File: src/rtl/m72_sample_dac.sv
// M72 sample-MCU DAC byte to signed 16-bit PCM, with an idle fade back to centre.
// Define M72_SAMPLE_LPF_EN to add a first-order IIR on the output.
module m72_sample_dac #(
    parameter int IDLE_TICKS = 4096,
    parameter int CNT_W      = 13,
    parameter int LPF_SHIFT  = 2
) (
    input  logic        CLK_32M,
    input  logic        reset,
    input  logic        ce_out,
    input  logic [7:0]  sample_in,
    input  logic [3:0]  volume,
    output logic [15:0] sample_out,
    output logic        active
);

    typedef enum logic [1:0] {
        SILENT = 2'd0,
        ACTIVE = 2'd1,
        FADE   = 2'd2
    } state_t;

    localparam logic [CNT_W-1:0] LAST   = CNT_W'(IDLE_TICKS - 1);
    localparam logic [7:0]       CENTRE = 8'h80;

    state_t           state;
    state_t           state_nxt;
    logic [7:0]       prev;
    logic [7:0]       held;
    logic [7:0]       held_nxt;
    logic [7:0]       held_step;
    logic [7:0]       src;
    logic [7:0]       s8;
    logic [CNT_W-1:0] idle_cnt;
    logic [CNT_W-1:0] cnt_nxt;
    logic             change;
    logic [11:0]      p;
    logic [15:0]      x16;
    logic [15:0]      out_nxt;

    if (CNT_W < 1 || CNT_W > 30 || (1 << CNT_W) <= IDLE_TICKS) begin : g_bad_cnt
        $error("m72_sample_dac: CNT_W too narrow for IDLE_TICKS");
    end
    if (LPF_SHIFT < 1 || LPF_SHIFT > 6) begin : g_bad_shift
        $error("m72_sample_dac: LPF_SHIFT out of range");
    end

    assign change = (sample_in != prev);

    always_comb begin
        held_step = held;
        if (held < CENTRE)
            held_step = held + 8'd1;
        else if (held > CENTRE)
            held_step = held - 8'd1;
    end

    // A fresh write always wins over the strobe-driven idle/fade bookkeeping
    always_comb begin
        state_nxt = state;
        if (change) begin
            state_nxt = ACTIVE;
        end else if (ce_out) begin
            unique case (state)
                ACTIVE:  if (idle_cnt == LAST) state_nxt = FADE;
                FADE:    if (held_step == CENTRE) state_nxt = SILENT;
                default: state_nxt = state;
            endcase
        end
    end

    always_comb begin
        held_nxt = held;
        cnt_nxt  = idle_cnt;
        if (change) begin
            held_nxt = sample_in;
            cnt_nxt  = '0;
        end else if (ce_out) begin
            unique case (state)
                ACTIVE:  cnt_nxt  = (idle_cnt == LAST) ? '0 : idle_cnt + CNT_W'(1);
                FADE:    held_nxt = held_step;
                default: held_nxt = held;
            endcase
        end
    end

    // Offset-binary to two's complement, then linear gain
    assign src = change ? sample_in : held;
    assign s8  = {~src[7], src[6:0]};
    assign p   = {{4{s8[7]}}, s8} * {8'd0, volume};
    assign x16 = {p, 4'd0};

`ifdef M72_SAMPLE_LPF_EN
    logic [15:0] y;
    logic [15:0] y_nxt;

    assign y_nxt   = y + 16'(($signed({x16[15], x16}) - $signed({y[15], y})) >>> LPF_SHIFT);
    assign out_nxt = y_nxt;

    always_ff @(posedge CLK_32M or posedge reset) begin
        if (reset)
            y <= '0;
        else if (ce_out)
            y <= y_nxt;
    end
`else
    assign out_nxt = x16;
`endif

    always_ff @(posedge CLK_32M or posedge reset) begin
        if (reset) begin
            state      <= SILENT;
            prev       <= CENTRE;
            held       <= CENTRE;
            idle_cnt   <= '0;
            sample_out <= '0;
            active     <= 1'b0;
        end else begin
            state    <= state_nxt;
            prev     <= sample_in;
            held     <= held_nxt;
            idle_cnt <= cnt_nxt;
            active   <= (state != SILENT);
            if (ce_out)
                sample_out <= out_nxt;
        end
    end

endmodule

File: config.mk
export PLATFORM = sky130hd
export DESIGN_NAME = m72_sample_dac
export DESIGN_NICKNAME = d
export VERILOG_FILES = /design/src/rtl/m72_sample_dac.sv
export SDC_FILE = /design/constraint.sdc
export NUM_CORES = 1
export LEC_CHECK = 0
export ABC_AREA = 1
export BUFFER_PORTS_ARGS = -buffer_cell sky130_fd_sc_hd__buf_2
export CORE_UTILIZATION = 30
export DETAILED_ROUTE_END_ITERATION = 12
export REMOVE_ABC_BUFFERS = 1
export SYNTH_ARGS = -nofsm -noshare
export SYNTH_HDL_FRONTEND = slang
export SYNTH_SLANG_ARGS = --single-unit
export TNS_END_PERCENT = 20
File: constraint.sdc
create_clock -name CLK_32M -period 5 [get_ports CLK_32M]
set_input_delay 0.25 -clock CLK_32M [delete_from_list [all_inputs] [get_ports CLK_32M]]
set_output_delay 0.25 -clock CLK_32M [all_outputs]
set_load 0.03 [all_outputs]
**After elaboration in Yosys (flattened, before gate mapping)**

Cells that the tools add are included.

- Input port bits: 15
- Output and inout bits: 17
- Register bits: 44
- Logic and storage cells: 43

- $mul: 1
- Reductions and logical operators: 8
- Muxes and demuxes: 15
- Equality and inequality tests: 7
- Bitwise gates (word level): 1
- $lt $le $gt $ge: 2
- $add $sub $neg: 3

Operators with widths:

| operator | number |
|---|---|
| 2-to-1 mux 13 bit | 4 |
| 2-to-1 mux 8 bit | 6 |
| adder 13 x 1 -> 13 bit (second input constant) | 1 |
| equality test 13 x 12 -> 1 bit (second input constant) | 1 |
| multiplier 8 x 5 -> 12 bit | 1 |
| adder 8 x 1 -> 8 bit (second input constant) | 1 |
| equality test 8 bit (second input constant) | 1 |
| greater-than comparator 8 bit (second input constant) | 1 |
| < comparator 8 bit (second input constant) | 1 |
| 2-to-1 mux 2 bit | 4 |
| != test 8 bit | 1 |
| nonzero test 2 bit | 4 |
| subtractor 8 x 1 -> 8 bit (second input constant) | 1 |
| != test 3 bit (second input constant) | 2 |
| one-hot mux 2 bit (2 select lines) | 1 |
| AND reduction 2 bit | 2 |
| AND reduction 4 bit | 1 |
| nonzero test 3 bit | 1 |
| equality test 2 x 1 -> 1 bit (second input constant) | 1 |
| equality test 2 bit (second input constant) | 1 |
| inverter 1 bit | 1 |

**Logic depth before layout (Yosys ltp)**

- Word-level depth: 8
- Depth in mapped cells: 26
- Gate-level depth less buffers: 26

**Least setup slack after synthesis**

Ideal clock, no wire load.

- Path kind: reg-to-reg
- Start: reg prev[7]
- End: reg sample_out[14]
- Required time: 4.918 ns
- Arrival time: 4.175 ns
- Library setup time: 0.082 ns
- Cell stages (with the launch flop): 23
- Slack: 0.743 ns
- Cells stage by stage: dfstp_2 xnor2_1 nand2_1 nor2_4 nand2_4 buf_2 o21ai_0 nor2_1 ha_1 fa_1 inv_1 fa_1 inv_1 ha_1 a21oi_1 nand2_1 nand2_1 nand2_1 a21oi_1 nor2_1 o21ai_0 nand3_1 a31oi_1

- Word-level cells in the longest chain between the ends: 4

RTL lines:

| what | RTL line | text |
|---|---|---|
| start: declaration | 28 | `logic [7:0] prev;` |
| start signal: assignment | 120 | `prev <= sample_in;` |
| != test 8 bit (*) | 48 | `assign change = (sample_in != prev);` |
| 2-to-1 mux 8 bit (*) | 88 | `assign src = change ? sample_in : held;` |
| inverter 1 bit | 89 | `assign s8 = {~src[7], src[6:0]};` |
| multiplier 8 x 5 -> 12 bit (*) | 90 | `assign p = {{4{s8[7]}}, s8} * {8'd0, volume};` |
| end signal: assignment | 125 | `sample_out <= out_nxt;` |
| end: declaration | 13 | `output logic [15:0] sample_out,` |

Mark *: on every way between the ends. The rest lies on a longest branch, timed or not.
A chain may end at the register's enable or synchronous reset.

**Final worst setup path**

Same ends and word-level chain as after synthesis.

==> PnR_summary.wiki <==
{| class="wikitable"
! Metric !! Value
|-
| Complex-gate fraction of the synthesized area || 11.5%
|-
| Level count of the clock H-tree || 2
|-
| Count of final setup violators || 0
|-
| Die span in x || 112 um
|-
| Required time worst endpoint || 5.21 ns
|-
| Dominant combinational cell family by area after synthesis || simple AND/OR/NAND/NOR gates
|-
| Wire per inst || around 12 um
|-
| Synth Register Bits || 44
|-
| Total Routed Length || 7710 um
|-
| Tightest Pin Transition || around 0.92 ns
|-
| Kind of start point of the critical path || register
|-
| Logic depth of the worst register-to-register path || 21
|-
| Post-cts gate resize count || 0
|-
| Vias per std cell || 4.63
|-
| Total global routing overflow || 0
|-
| Max Transition Viols Final || 0
|-
| Placed wire-length estimate after detailed placement || ~6200 um
|-
| Boundary pin count || 32
|-
| Count of synthesis-stage warnings from yosys || 0
|-
| CP max FO || 25
|-
| Final GP Congestion || ~0.9
|-
| Starting density of the core || 31.4%
|-
| Number of hold buffers added after cts || 0
|-
| Count of flip-flops with a built-in enable after synthesis || 0
|-
| Total of buffers placed on input and output ports || 27
|-
| Violated checks || DRC
|-
| Cells after Synth || roughly 480
|-
| Crit path setup slack, layout || about 0.38 ns
|-
| Worst Hold Endpoint || prev[4]
|-
| CTS tree || yes
|-
| Distinct cells, synth || 43
|-
| Total number of vias || 2996
|-
| Clk pin slew, worst setup/hold paths || 0.07 ns
|-
| Proportion of layout cells with a drive suffix above 1 || roughly 14%
|-
| Buffer and inverter count on the worst path || 2
|-
| # Max-Cap Violations || 0
|-
| Global router's overall resource usage || 12.8%
|-
| Post-Syn Area || 0.00365 mm^2
|-
| Status || finished, violations left
|-
| Capturing element type of the critical path || register
|-
| Cell at the root of the clock tree || sky130_fd_sc_hd__clkbuf_16
|-
| Final nets || 559
|-
| Number of cells on the worst hold path || 1
|-
| Antenna Violating Nets Remaining || 0
|-
| Final setup skew || about 0.0055 ns
|-
| Power Density || 292 mW/mm^2
|-
| Most prevalent standard cell on the critical path || sky130_fd_sc_hd__nand2_1
|-
| Fraction of registers with async set/reset || 100%
|-
| Critical-path cell list || xnor2_1 > nand2_1 > nor2_4 > nand2_4 > o21ai_0 > nor2_1 > ha_1 > fa_1 > inv_1 > fa_1 > inv_1 > ha_1 > a21oi_1 > nand2_1 > nand2_1 > nand2_1 > a21oi_1 > nor2_1 > o21ai_0 > nand3_1 > a31oi_1
|-
| Iter 0 DRT Violations || about 130
|-
| Drt pass-1 iters || 8
|-
| Via count of the first global-routing pass || 2852
|-
| Summed area of non-filler cells in the final layout || 0.00407 mm^2
|-
| Number of remaining DRC errors || 2
|-
| Xor and xnor area share after synthesis || roughly 4.8%
|-
| Ratio of final minimum period to clock period || 92.3%
|-
| Type of the worst setup path || register to register
|-
| Unrepaired setup endpoints after global routing || false
|-
| Most frequent standard cell in the layout excluding fill and tap cells || sky130_fd_sc_hd__nand2_1
|-
| Leak Pwr || between 2 and 2.5 nW
|-
| Reg-to-Reg Start || prev[7]
|-
| Most frequent cells in the layout || sky130_fd_sc_hd__nand2_1, sky130_fd_sc_hd__inv_1, sky130_fd_sc_hd__nor2_1
|-
| Adder-cell area share of the yosys netlist || around 17%
|-
| Sum of negative setup slack || 0 ns
|-
| Total clock buffers created by CTS || 5
|-
| End-of-flow core utilization || 35.0%
|-
| Critical hold path startpoint || sample_in[4]
|-
| Full die area || 0.0126 mm^2
|-
| Row cnt || 39
|-
| Most common flop cell mapped by yosys || sky130_fd_sc_hd__dfrtp_1
|-
| Multiplexer area fraction after synthesis || 0%
|-
| Basic-gate share of the synthesized area counting and, or, nand and nor cells || 24.4%
|-
| Hold Path Class || primary input to register
|-
| Largest net degree at the start of global routing || 45
|-
| Peak clock frequency supported by timing || between 0.2 and 0.25 GHz
|-
| Pre-CTS setup slack || 0.380 ns
|-
| Clock tree buffer depth || 2
|-
| Number of hold violations in the final report || 0
|-
| Register-to-register setup slack || 0.38 ns
|-
| Slew headroom || between 30% and 40%
|-
| TritonCTS sink count || 44
|-
| Antenna violations before repair || 0
|-
| Max rail drop VDD || 0.184 mV
|-
| Slowest cell delay on critical path || 0.53 ns
|-
| Core area || 0.0116 mm^2
|-
| Die extent in y || 112 um
|-
| Final Total Pwr || 1.19 mW
|-
| Sequential-to-total area share from yosys stat || 30.3%
|-
| Tmin final || ~4.6 ns
|-
| ANT cells || 0
|-
| Kind of cell with the highest combined delay on the critical path || adder cells
|-
| Syn Area/Cell || 7.63 um^2
|-
| First-pass GRT wire length || 13100 um
|-
| Master of the slowest instance on the critical path || sky130_fd_sc_hd__dfstp_2
|-
| Layout overhead on the synthesized area || 11.5%
|-
| Clock latency reported for the late side of the worst-skew pair || 0.29 ns
|-
| Data arrival time of the critical path || 4.83 ns
|-
| End of the worst register-to-register path || sample_out[14]
|-
| Post-CTS Repair Setup Buffers || 0
|-
| Total cell area at the placement stage || approximately 0.0039 mm^2
|}
worst register-to-register path: stages, from the launching register on:
cell and delay, ns:
sky130_fd_sc_hd__dfstp_2 0.53, sky130_fd_sc_hd__xnor2_1 0.10, sky130_fd_sc_hd__nand2_1 0.10, sky130_fd_sc_hd__nor2_4 0.13, sky130_fd_sc_hd__nand2_4 0.20, sky130_fd_sc_hd__o21ai_0 0.48, sky130_fd_sc_hd__nor2_1 0.09, sky130_fd_sc_hd__ha_1 0.31
sky130_fd_sc_hd__fa_1 0.53, sky130_fd_sc_hd__inv_1 0.05, sky130_fd_sc_hd__fa_1 0.52, sky130_fd_sc_hd__inv_1 0.04, sky130_fd_sc_hd__ha_1 0.35, sky130_fd_sc_hd__a21oi_1 0.15, sky130_fd_sc_hd__nand2_1 0.08, sky130_fd_sc_hd__nand2_1 0.08
sky130_fd_sc_hd__nand2_1 0.06, sky130_fd_sc_hd__a21oi_1 0.20, sky130_fd_sc_hd__nor2_1 0.07, sky130_fd_sc_hd__o21ai_0 0.21, sky130_fd_sc_hd__nand3_1 0.10, sky130_fd_sc_hd__a31oi_1 0.16
worst max path at each step:
stage	cells after the start	to	startpoint
3_5_place_dp	21	sample_out[14]	prev[7]
4_1_cts	21	sample_out[14]	prev[7]
6_report	21	sample_out[14]	prev[7]
2_1_floorplan	23	sample_out[14]	prev[7]
5_1_grt	19	sample_out[13]	prev[7]
3_3_place_gp	21	sample_out[14]	prev[7]
cells by family (layout without fill, tap and decap cells):
family | after synthesis | count (layout)
flip-flops | 44 | 44
other | 1 | 4
buffers and inverters | 103 | 126
AO/OA/AOI/OAI | 69 | 69
adder cells (fa/ha/maj) | 41 | 41
XOR/XNOR | 20 | 20
AND/OR/NAND/NOR | 200 | 200
routing by layer:
layer / part of all wire, % / up-vias / routed length, um / global-route usage, %
met5: 0 / - / 0 / 0
met4: 1.3 / 0 / 97 / 3.56
met3: 3.8 / 9 / 291 / 2.32
met2: 48 / 53 / 3670 / 22.7
met1: 47 / 1384 / 3640 / 16.0
li1: - / 1550 / - / -
stage by stage:
stage,instances,hold WS (ns)
floorplan,469,0.254
global placement,639,0.390
detailed placement,639,0.394
CTS,647,0.0957
global route,647,0.105
finish,647,0.0977
synth_stat cells (3+ instances only):
| cell type | number | area share [%] |
|---|---|---|
| sky130_fd_sc_hd__nand4_1 | 7 | 1.2 |
| sky130_fd_sc_hd__nand2_1 | 103 | 11 |
| sky130_fd_sc_hd__a211oi_1 | 3 | 0.62 |
| sky130_fd_sc_hd__ha_1 | 25 | 8.6 |
| sky130_fd_sc_hd__nand3_1 | 19 | 2.6 |
| sky130_fd_sc_hd__inv_1 | 79 | 8.1 |
| sky130_fd_sc_hd__buf_2 | 3 | 0.41 |
| sky130_fd_sc_hd__clkbuf_1 | 3 | 0.31 |
| sky130_fd_sc_hd__inv_2 | 11 | 1.1 |
| sky130_fd_sc_hd__or2_2 | 3 | 0.51 |
| sky130_fd_sc_hd__nor3_1 | 3 | 0.41 |
| sky130_fd_sc_hd__fa_1 | 16 | 8.8 |
| sky130_fd_sc_hd__xor2_1 | 14 | 3.4 |
| sky130_fd_sc_hd__o21ai_1 | 7 | 0.96 |
| sky130_fd_sc_hd__buf_4 | 4 | 0.82 |
| sky130_fd_sc_hd__nand3_2 | 4 | 1.1 |
| sky130_fd_sc_hd__o21ai_2 | 3 | 0.72 |
| sky130_fd_sc_hd__xnor2_1 | 6 | 1.4 |
| sky130_fd_sc_hd__a21oi_1 | 15 | 2.1 |
| sky130_fd_sc_hd__nor2_1 | 45 | 4.6 |
| sky130_fd_sc_hd__o211ai_1 | 9 | 1.9 |
| sky130_fd_sc_hd__o22ai_1 | 3 | 0.51 |
| sky130_fd_sc_hd__nor2_2 | 3 | 0.51 |
| sky130_fd_sc_hd__dfrtp_1 | 42 | 29 |
| sky130_fd_sc_hd__o21ai_0 | 21 | 2.9 |
| sky130_fd_sc_hd__nand2_2 | 3 | 0.51 |
flip-flops by register name (all words and copies together) (netlist names):
| signal | flops |
|---|---|
| idle_cnt | 13 |
| prev | 8 |
| sample_out | 12 |
| state | 2 |
| held | 8 |
| active | 1 |
power breakdown:
part | internal, mW | switching (mW)
clock | 0.238 | 0.150
sequential | 0.394 | 0.0230
combinational | 0.130 | 0.255
total | 0.761 | 0.428
area by class of cell:
type | instances | area (um^2)
flip-flops and latches | 44 | 1100
multi-input cells | 334 | 2130
clock buffers | 5 | 125
well taps | 143 | 179
clock inverters | 3 | 46.3
repair buffers | 27 | 135
inverters | 91 | 344
fillers | 1229 | 7550
Note: power is estimated with default switching activity, not from simulation.
